## src/rtl/hazard_ctrl_unit.sv

```systemverilog
// Stall/flush/forward sequencer for the rv32i 5-stage pipeline, with a memory-wait watchdog FSM.
// Optional FORWARDING_EN: forward from shadow M/W destinations; otherwise every RAW hazard stalls.
module hazard_ctrl_unit #(
  parameter int ADW      = 5,
  parameter int MAX_WAIT = 16
) (
  input  logic           clk,
  input  logic           rst_n,
  input  logic [ADW-1:0] Rs1D,
  input  logic [ADW-1:0] Rs2D,
  input  logic [ADW-1:0] Rs1E,
  input  logic [ADW-1:0] Rs2E,
  input  logic [ADW-1:0] RdE,
  input  logic           regwriteE,
  input  logic           resultsrcE,
  input  logic           pcsrcE,
  input  logic           mem_req,
  input  logic           mem_ready,
  output logic           stallF,
  output logic           stallD,
  output logic           stallE,
  output logic           stallM,
  output logic           flushD,
  output logic           flushE,
  output logic [1:0]     forwardAE,
  output logic [1:0]     forwardBE,
  output logic           mem_err
);
  localparam int CW = $clog2(MAX_WAIT + 1);
  localparam logic [CW-1:0] WAIT_LIM = CW'(MAX_WAIT);

  typedef enum logic [1:0] {S_RUN, S_WAIT, S_ERROR} state_t;

  state_t         state, state_nxt;
  logic [CW-1:0]  wait_cnt, cnt_nxt, cnt_inc;
  logic           err_nxt;
  logic           mem_stall;
  logic           hz_stall;
  logic [ADW-1:0] RdM, RdW;
  logic           regwriteM, regwriteW;

  function automatic logic hit(input logic we, input logic [ADW-1:0] rd, input logic [ADW-1:0] rs);
    return we && (rd != '0) && (rd == rs);
  endfunction

  assign mem_stall = (mem_req && !mem_ready) || (state == S_ERROR);
  assign cnt_inc   = (wait_cnt == WAIT_LIM) ? wait_cnt : wait_cnt + CW'(1);

  always_comb begin
    state_nxt = state;
    cnt_nxt   = wait_cnt;
    err_nxt   = mem_err;
    case (state)
      S_RUN: begin
        if (mem_req && !mem_ready) begin
          state_nxt = S_WAIT;
          cnt_nxt   = CW'(1);
        end
      end
      S_WAIT: begin
        if (mem_ready) begin
          state_nxt = S_RUN;
          cnt_nxt   = '0;
        end else begin
          cnt_nxt = cnt_inc;
          if (cnt_inc == WAIT_LIM) begin
            state_nxt = S_ERROR;
            err_nxt   = 1'b1;
          end
        end
      end
      S_ERROR: err_nxt = 1'b1;
      default: state_nxt = S_RUN;
    endcase
  end

  always_ff @(posedge clk or negedge rst_n) begin
    if (!rst_n) begin
      state     <= S_RUN;
      wait_cnt  <= '0;
      mem_err   <= 1'b0;
      RdM       <= '0;
      RdW       <= '0;
      regwriteM <= 1'b0;
      regwriteW <= 1'b0;
    end else begin
      state    <= state_nxt;
      wait_cnt <= cnt_nxt;
      mem_err  <= err_nxt;
      // Shadow copy advances only when the real M/W registers do.
      if (!mem_stall) begin
        RdM       <= RdE;
        regwriteM <= regwriteE && !flushE;
        RdW       <= RdM;
        regwriteW <= regwriteM;
      end
    end
  end

`ifdef FORWARDING_EN
  assign hz_stall = resultsrcE && (RdE != '0) && ((RdE == Rs1D) || (RdE == Rs2D));

  always_comb begin
    forwardAE = 2'b00;
    forwardBE = 2'b00;
    if (hit(regwriteM, RdM, Rs1E))      forwardAE = 2'b10;
    else if (hit(regwriteW, RdW, Rs1E)) forwardAE = 2'b01;
    if (hit(regwriteM, RdM, Rs2E))      forwardBE = 2'b10;
    else if (hit(regwriteW, RdW, Rs2E)) forwardBE = 2'b01;
  end
`else
  // Without bypass paths any in-flight writer of a decode source must drain first.
  assign hz_stall = hit(regwriteE, RdE, Rs1D) || hit(regwriteE, RdE, Rs2D) ||
                    hit(regwriteM, RdM, Rs1D) || hit(regwriteM, RdM, Rs2D) ||
                    hit(regwriteW, RdW, Rs1D) || hit(regwriteW, RdW, Rs2D);
  assign forwardAE = 2'b00;
  assign forwardBE = 2'b00;

  logic unused_fwd_inputs;
  assign unused_fwd_inputs = ^{Rs1E, Rs2E, resultsrcE};
`endif

  always_comb begin
    stallF = 1'b0;
    stallD = 1'b0;
    stallE = 1'b0;
    stallM = 1'b0;
    flushD = 1'b0;
    flushE = 1'b0;
    if (!rst_n) begin
      stallF = 1'b0;
    end else if (mem_stall) begin
      // Branch is deferred: E is frozen, so pcsrcE re-presents on release.
      stallF = 1'b1;
      stallD = 1'b1;
      stallE = 1'b1;
      stallM = 1'b1;
    end else if (pcsrcE) begin
      flushD = 1'b1;
      flushE = 1'b1;
    end else if (hz_stall) begin
      stallF = 1'b1;
      stallD = 1'b1;
      flushE = 1'b1;
    end
  end

endmodule
```

## config.mk

```make
export PLATFORM = sky130hd
export DESIGN_NAME = hazard_ctrl_unit
export DESIGN_NICKNAME = d
export VERILOG_FILES = /design/src/rtl/hazard_ctrl_unit.sv
export SDC_FILE = /design/constraint.sdc
export NUM_CORES = 1
export LEC_CHECK = 0
export BUFFER_PORTS_ARGS = -buffer_cell sky130_fd_sc_hd__buf_2
export CAP_MARGIN = 40
export CELL_PAD_IN_SITES_DETAIL_PLACEMENT = 0
export CELL_PAD_IN_SITES_GLOBAL_PLACEMENT = 1
export CORE_MARGIN = 2
export CORE_UTILIZATION = 34
export DETAILED_ROUTE_END_ITERATION = 8
export GPL_TIMING_DRIVEN = 0
export HOLD_SLACK_MARGIN = 0.03
export PLACE_DENSITY = 0.73
export SYNTH_ARGS = -nofsm -noshare
export SYNTH_HDL_FRONTEND = slang
export SYNTH_SLANG_ARGS = --single-unit
```

## constraint.sdc

```tcl
create_clock -name clk -period 1.95 [get_ports clk]
set_clock_uncertainty 0.1 [all_clocks]
set_input_delay 0.2925 -clock clk [delete_from_list [all_inputs] [get_ports clk]]
set_output_delay 0.2925 -clock clk [all_outputs]
set_load 0.01 [all_outputs]
```

After elaboration in Yosys (flattened, before gate mapping)
Cells that the tools add are included.

Register bits after elaboration: 20. Input port bits: 32. Word-level logic and storage cells: 74.

Add/sub/neg operators: 1. Eq/ne operators: 14. Muxes and demuxes: 23. Bitwise operators: 1. Reduce and logical (&&, ||, !) cells: 28.

Operators with widths (count): equality test 5 bit (6); 2-to-1 mux 5 bit (3); nonzero test 5 bit (3); 2-to-1 mux 1 bit (14); logical AND 1 bit (11); equality test 5 bit (second input constant) (2); one-hot mux 5 bit (2 select lines) (1); logical OR 1 bit (6); 2-to-1 mux 2 bit (3); != test 2 bit (second input constant) (3); one-hot mux 2 bit (3 select lines) (1); AND reduction 3 bit (2); adder 5 x 1 -> 5 bit (second input constant) (1); nonzero test 2 bit (2); != test 3 bit (second input constant) (1); equality test 2 x 1 -> 1 bit (second input constant) (1); equality test 2 bit (second input constant) (1); logical NOT 1 bit (2); logical NOT 2 bit (1); one-hot mux 1 bit (2 select lines) (1); AND reduction 2 bit (1); NOT 1 bit (1).

Depth between registers and ports, before layout
Depth in word-level cells: 14. Gate-level depth with buffers: 7. Depth with buffers taken out: 7.

Worst setup path before layout
OpenSTA, ideal clock, no wires.

Path kind: register to output. Start: register RdM[1]. End: output stallF. Data arrival time: 1659 ps. Required time: 1558 ps. Path slack: -101 ps. Stages on the path, launching flop included: 6. Path buffers: 1. Cells stage by stage: dfrtp_1 or4_1 o21ai_1 o22ai_1 o311a_1 buf_4.

Longest elaborated chain between the ends: 11.

Ends and longest elaborated chain: start: declaration (RTL line 39) `logic [ADW-1:0] RdM, RdW;`; start signal: assignment (RTL line 92) `RdM <= RdE;`; nonzero test 5 bit (RTL line 43) `return we && (rd != '0) && (rd == rs);`; logical AND 1 bit (2 in series) (RTL line 43); logical OR 1 bit (RTL line 113) `assign hz_stall = hit(regwriteE, RdE, Rs1D) || hit(regwriteE, RdE, Rs2D) ||`; logical OR 1 bit * (2 in series) (RTL line 114) `hit(regwriteM, RdM, Rs1D) || hit(regwriteM, RdM, Rs2D) ||`; logical OR 1 bit * (RTL line 115) `hit(regwriteW, RdW, Rs1D) || hit(regwriteW, RdW, Rs2D);`; 2-to-1 mux 1 bit * (4 in series); end: declaration (RTL line 19) `output logic stallF,`.

Mark *: on every way between the ends. The rest lies on a longest branch, timed or not.

Worst setup path after layout
Start: register RdM[1]. End: output stallF.

Longest elaborated chain between the ends: 11.

Ends and longest elaborated chain: nonzero test 5 bit (RTL line 43); logical AND 1 bit (2 in series) (RTL line 43); logical OR 1 bit (RTL line 113); logical OR 1 bit * (2 in series) (RTL line 114); logical OR 1 bit * (RTL line 115); 2-to-1 mux 1 bit * (RTL line 141) `end else if (hz_stall) begin`; 2-to-1 mux 1 bit * (RTL line 138) `end else if (pcsrcE) begin`; 2-to-1 mux 1 bit * (RTL line 132) `end else if (mem_stall) begin`; 2-to-1 mux 1 bit * (RTL line 130) `if (!rst_n) begin`.

Marks and branches as above.

==> impl_metrics.yaml <==
timing:
  hold_viol: 0
  finalSetupViolCount: 3
  slew_violations: 0
  setup_ws_ps: -455.4
  min_period_over_period_pct: 123.4
  setup_tns_ps: -1199
  rsz0062_at_grt: "yes"
  finalCriticalPeriod_ps: 2405
  relSlewSlack_pct: 65.27
  clock.fmax_ghz: 0.4157
  worst_pin_slew_ps: 515.5
floorplan:
  ioPinCount: 43
  die_area_um2: 4725
  rows: 23
  start_util_pct: 35.37
  die_h_um: 68.74
  dieWidth_um: 68.74
  core-area_um2: 4029
clocking:
  cts_tree: "built"
  path_clk_slew_ps: 70
  clk_latency_ps: 250
  cts_sinks: 20
  numCtsBuffers: 3
  cts_htree_levels: 1
  root_buffer: "clkbuf_8"
  cts_buffer_depth: 2
placement:
  finalWeightedCongestion: 0.8138
  preCtsSetupSlack_ps: -304.0
  io_buffers: 27
  dp.cells: 246
  dpl-instance-area_um2: 1634
  hpwlAfterDp_um: 2540
setup_path:
  crit_path_start_kind: "flip-flop"
  timing.rr.start: "wait_cnt[0]"
  rrSetupSlack_ps: 80
  crit_slowest_cell: "or4_4"
  endpoint_kind: "output port"
  cpPeakStageDelay_ps: 540
  critical_path_buf_inv_count: 2
  crit_path_max_fanout: 3
  reg2reg_depth: 8
  crit_type: "flip-flop to output port"
  r2r-end: "state[0]"
  worstPathRequired_ps: 1560
  path_cells: "or4_4 -> o21ai_2 -> o22ai_2 -> o311a_1 -> buf_4 -> buf_2"
  critPathArrivalTime_ps: 2010
  crit_family: "compound AO/OA/AOI/OAI gates"
min_path:
  hp-class: "input port to flip-flop"
  hold_path_end: "state[0]"
  hold_path_startpoint: "mem_ready"
  holdPathStages: 2
yosys:
  synth_flop_cell: "dfrtp_1"
  synth_area_leaders: "dfrtp_1 (35%), xor2_1 (17%), nand2_1 (9.7%)"
  syn-instance-count: 166
  synth_mux_area_share_pct: 0.7024
  synth-adder-area-share_pct: 1.756
  synth_top_cell_by_area: "dfrtp_1"
  synth_top_area_share_pct: 35.12
  synthSimpleGateAreaFrac_pct: 22.83
  seq_area_frac_synth_pct: 35.12
  synth_top_family_by_area: "simple AND/OR/NAND/NOR gates"
  synth_area_um2: 1425
  synth-edff-count: 0
  yosys_warnings: 0
  ys_types: 38
  synth-seq-cells: 20
  synthXorXnorAreaFrac_pct: 19.67
  avgSynthCellArea_um2: 8.585
  synth_compound_area_share_pct: 14.57
  async_flop_share_pct: 100.0
layout:
  seq_area_um2: 506.7
  layout_common_cells: "nand2_1 (37), xor2_1 (28), buf_2 (28), dfrtp_1 (15), buf_4 (15)"
  syn_to_final_growth_pct: 26.60
  diodes: 0
  final_common_cell: "nand2_1"
  nFillCells: 405
  num-nets-final: 245
  fin_area_um2: 1804
  fin_cells: 259
  drive_gt1_share_pct: 30.62
  multi_input_area_um2: 897.1
grt:
  grt_usage_pct: 15.79
  overflow: 0
  antenna_found_initial: 0
  grt_max_degree: 21
  grt_first_pass_wirelength_um: 5616
  grt_pass1_vias: 1254
power:
  leakagePower_uw: 0.0009028
  p_int_uw: 732.3
  peakVddDrop_mv: 0.3244
  p_per_area_nw_per_um2: 583.5
  p_switching_uw: 320.5
  swShare_pct: 30.44
  comb_power_share_pct: 28.6
  seq_power_share_pct: 47.1
  total_power_uw: 1053
  clock_power_share_pct: 24.4
route:
  drtIter0Drc: 53
  vias: 1256
  route.met2.wl_um: 1666
  wl_met3_um: 161
  ant_nets: 0
  met1_length_um: 1571
  finalWirelength_um: 3418
  wl_per_cell_um: 13.20
  viasPerCell: 4.849
  drc: 0
  route.top_layer_used: "met4"
  dr.pass1.iters: 4
run:
  drv_cap: 0
run_status:
  violations: "negative setup slack"
  run_status: "finished, violations left"
==> kinds of logic after synthesis <==
group                      after synthesis
AOI/OAI and AO/OA                       27
other                                    1
xor gates and xnor gates                32
muxes                                    1
adders and majority gates                2
buffers and inverters                   13
and+or+nand+nor                         70
DFF                                     20
==> cells in the mapped netlist (2+ instances only) <==
| cell type | count |
|---|---|
| nand3_1 | 4 |
| a21oi_1 | 2 |
| ha_1 | 2 |
| buf_4 | 6 |
| clkbuf_1 | 2 |
| o21ai_0 | 4 |
| o31ai_1 | 3 |
| nor2b_1 | 2 |
| dfrtp_1 | 20 |
| xor2_1 | 28 |
| o311a_1 | 2 |
| or4_1 | 3 |
| and3_1 | 2 |
| o21ai_1 | 3 |
| inv_1 | 4 |
| xnor2_1 | 4 |
| nor2_1 | 10 |
| a21o_1 | 3 |
| a22oi_1 | 2 |
| nand2_1 | 37 |
| nor3_1 | 6 |
==> sequential cells by signal (all words and copies together), names as in the netlist <==
signal,count
regwriteM,1
regwriteW,1
wait_cnt,5
RdW,5
mem_err,1
state,2
RdM,5
==> what timing repair did <==
item	4_1_cts	5_1_grt
pin swaps	0	3
setup endpoints to repair	5	7
hold buffers	1	0
resized for setup	9	5
setup buffers	7	2
hold endpoints to repair	20	0
==> power by group through the flow <==
stage	clock [uW]	combinational, uW	sequential, uW
final	256	301	496
after detailed placement	0	257	508
after CTS	272	293	493
after global routing	288	340	500
after global placement	0	250	507
after floorplan	0	174	493
==> worst max-delay path by stage <==
stage,startpoint,to,slack [ps],cells past startpoint
global placement,RdM[1],stallF,-260,6
global route,RdM[1],stallF,-540,6
detailed placement,RdE[1],stallF,-300,7
CTS,RdM[1],stallF,-460,6
finish,RdM[1],stallF,-460,6
floorplan,RdM[1],stallF,-100,5
==> layer usage <==
metal  vias up  GRT usage (%)
met5         -              0
li1        641              -
met4         0          4.412
met2        25          28.73
met3         2          2.110
met1       588          19.38
==> metrics by stage <==
| stage | hold WS (ps) | utilization [%] |
|---|---|---|
| 2_1_floorplan | -103.1 | - |
| 6_report | 162.9 | 44.78 |
| 3_3_place_gp | 202.7 | 40.56 |
| 3_5_place_dp | 201.1 | 40.56 |
| 4_1_cts | 136.5 | 43.70 |
| 5_1_grt | 156.6 | 44.78 |
==> cell type report <==
| cell class | count | share of cell area, % |
|---|---|---|
| Timing Repair Buffer | 38 | 12.62 |
| Sequential cell | 20 | 28.09 |
| Buffer | 8 | 2.982 |
| Inverter | 4 | 0.8322 |
| Clock buffer | 3 | 2.288 |
| Multi-Input combinational cell | 136 | 49.72 |
| Tap cell | 50 | 3.467 |
Power figures use the tool's default switching activity.
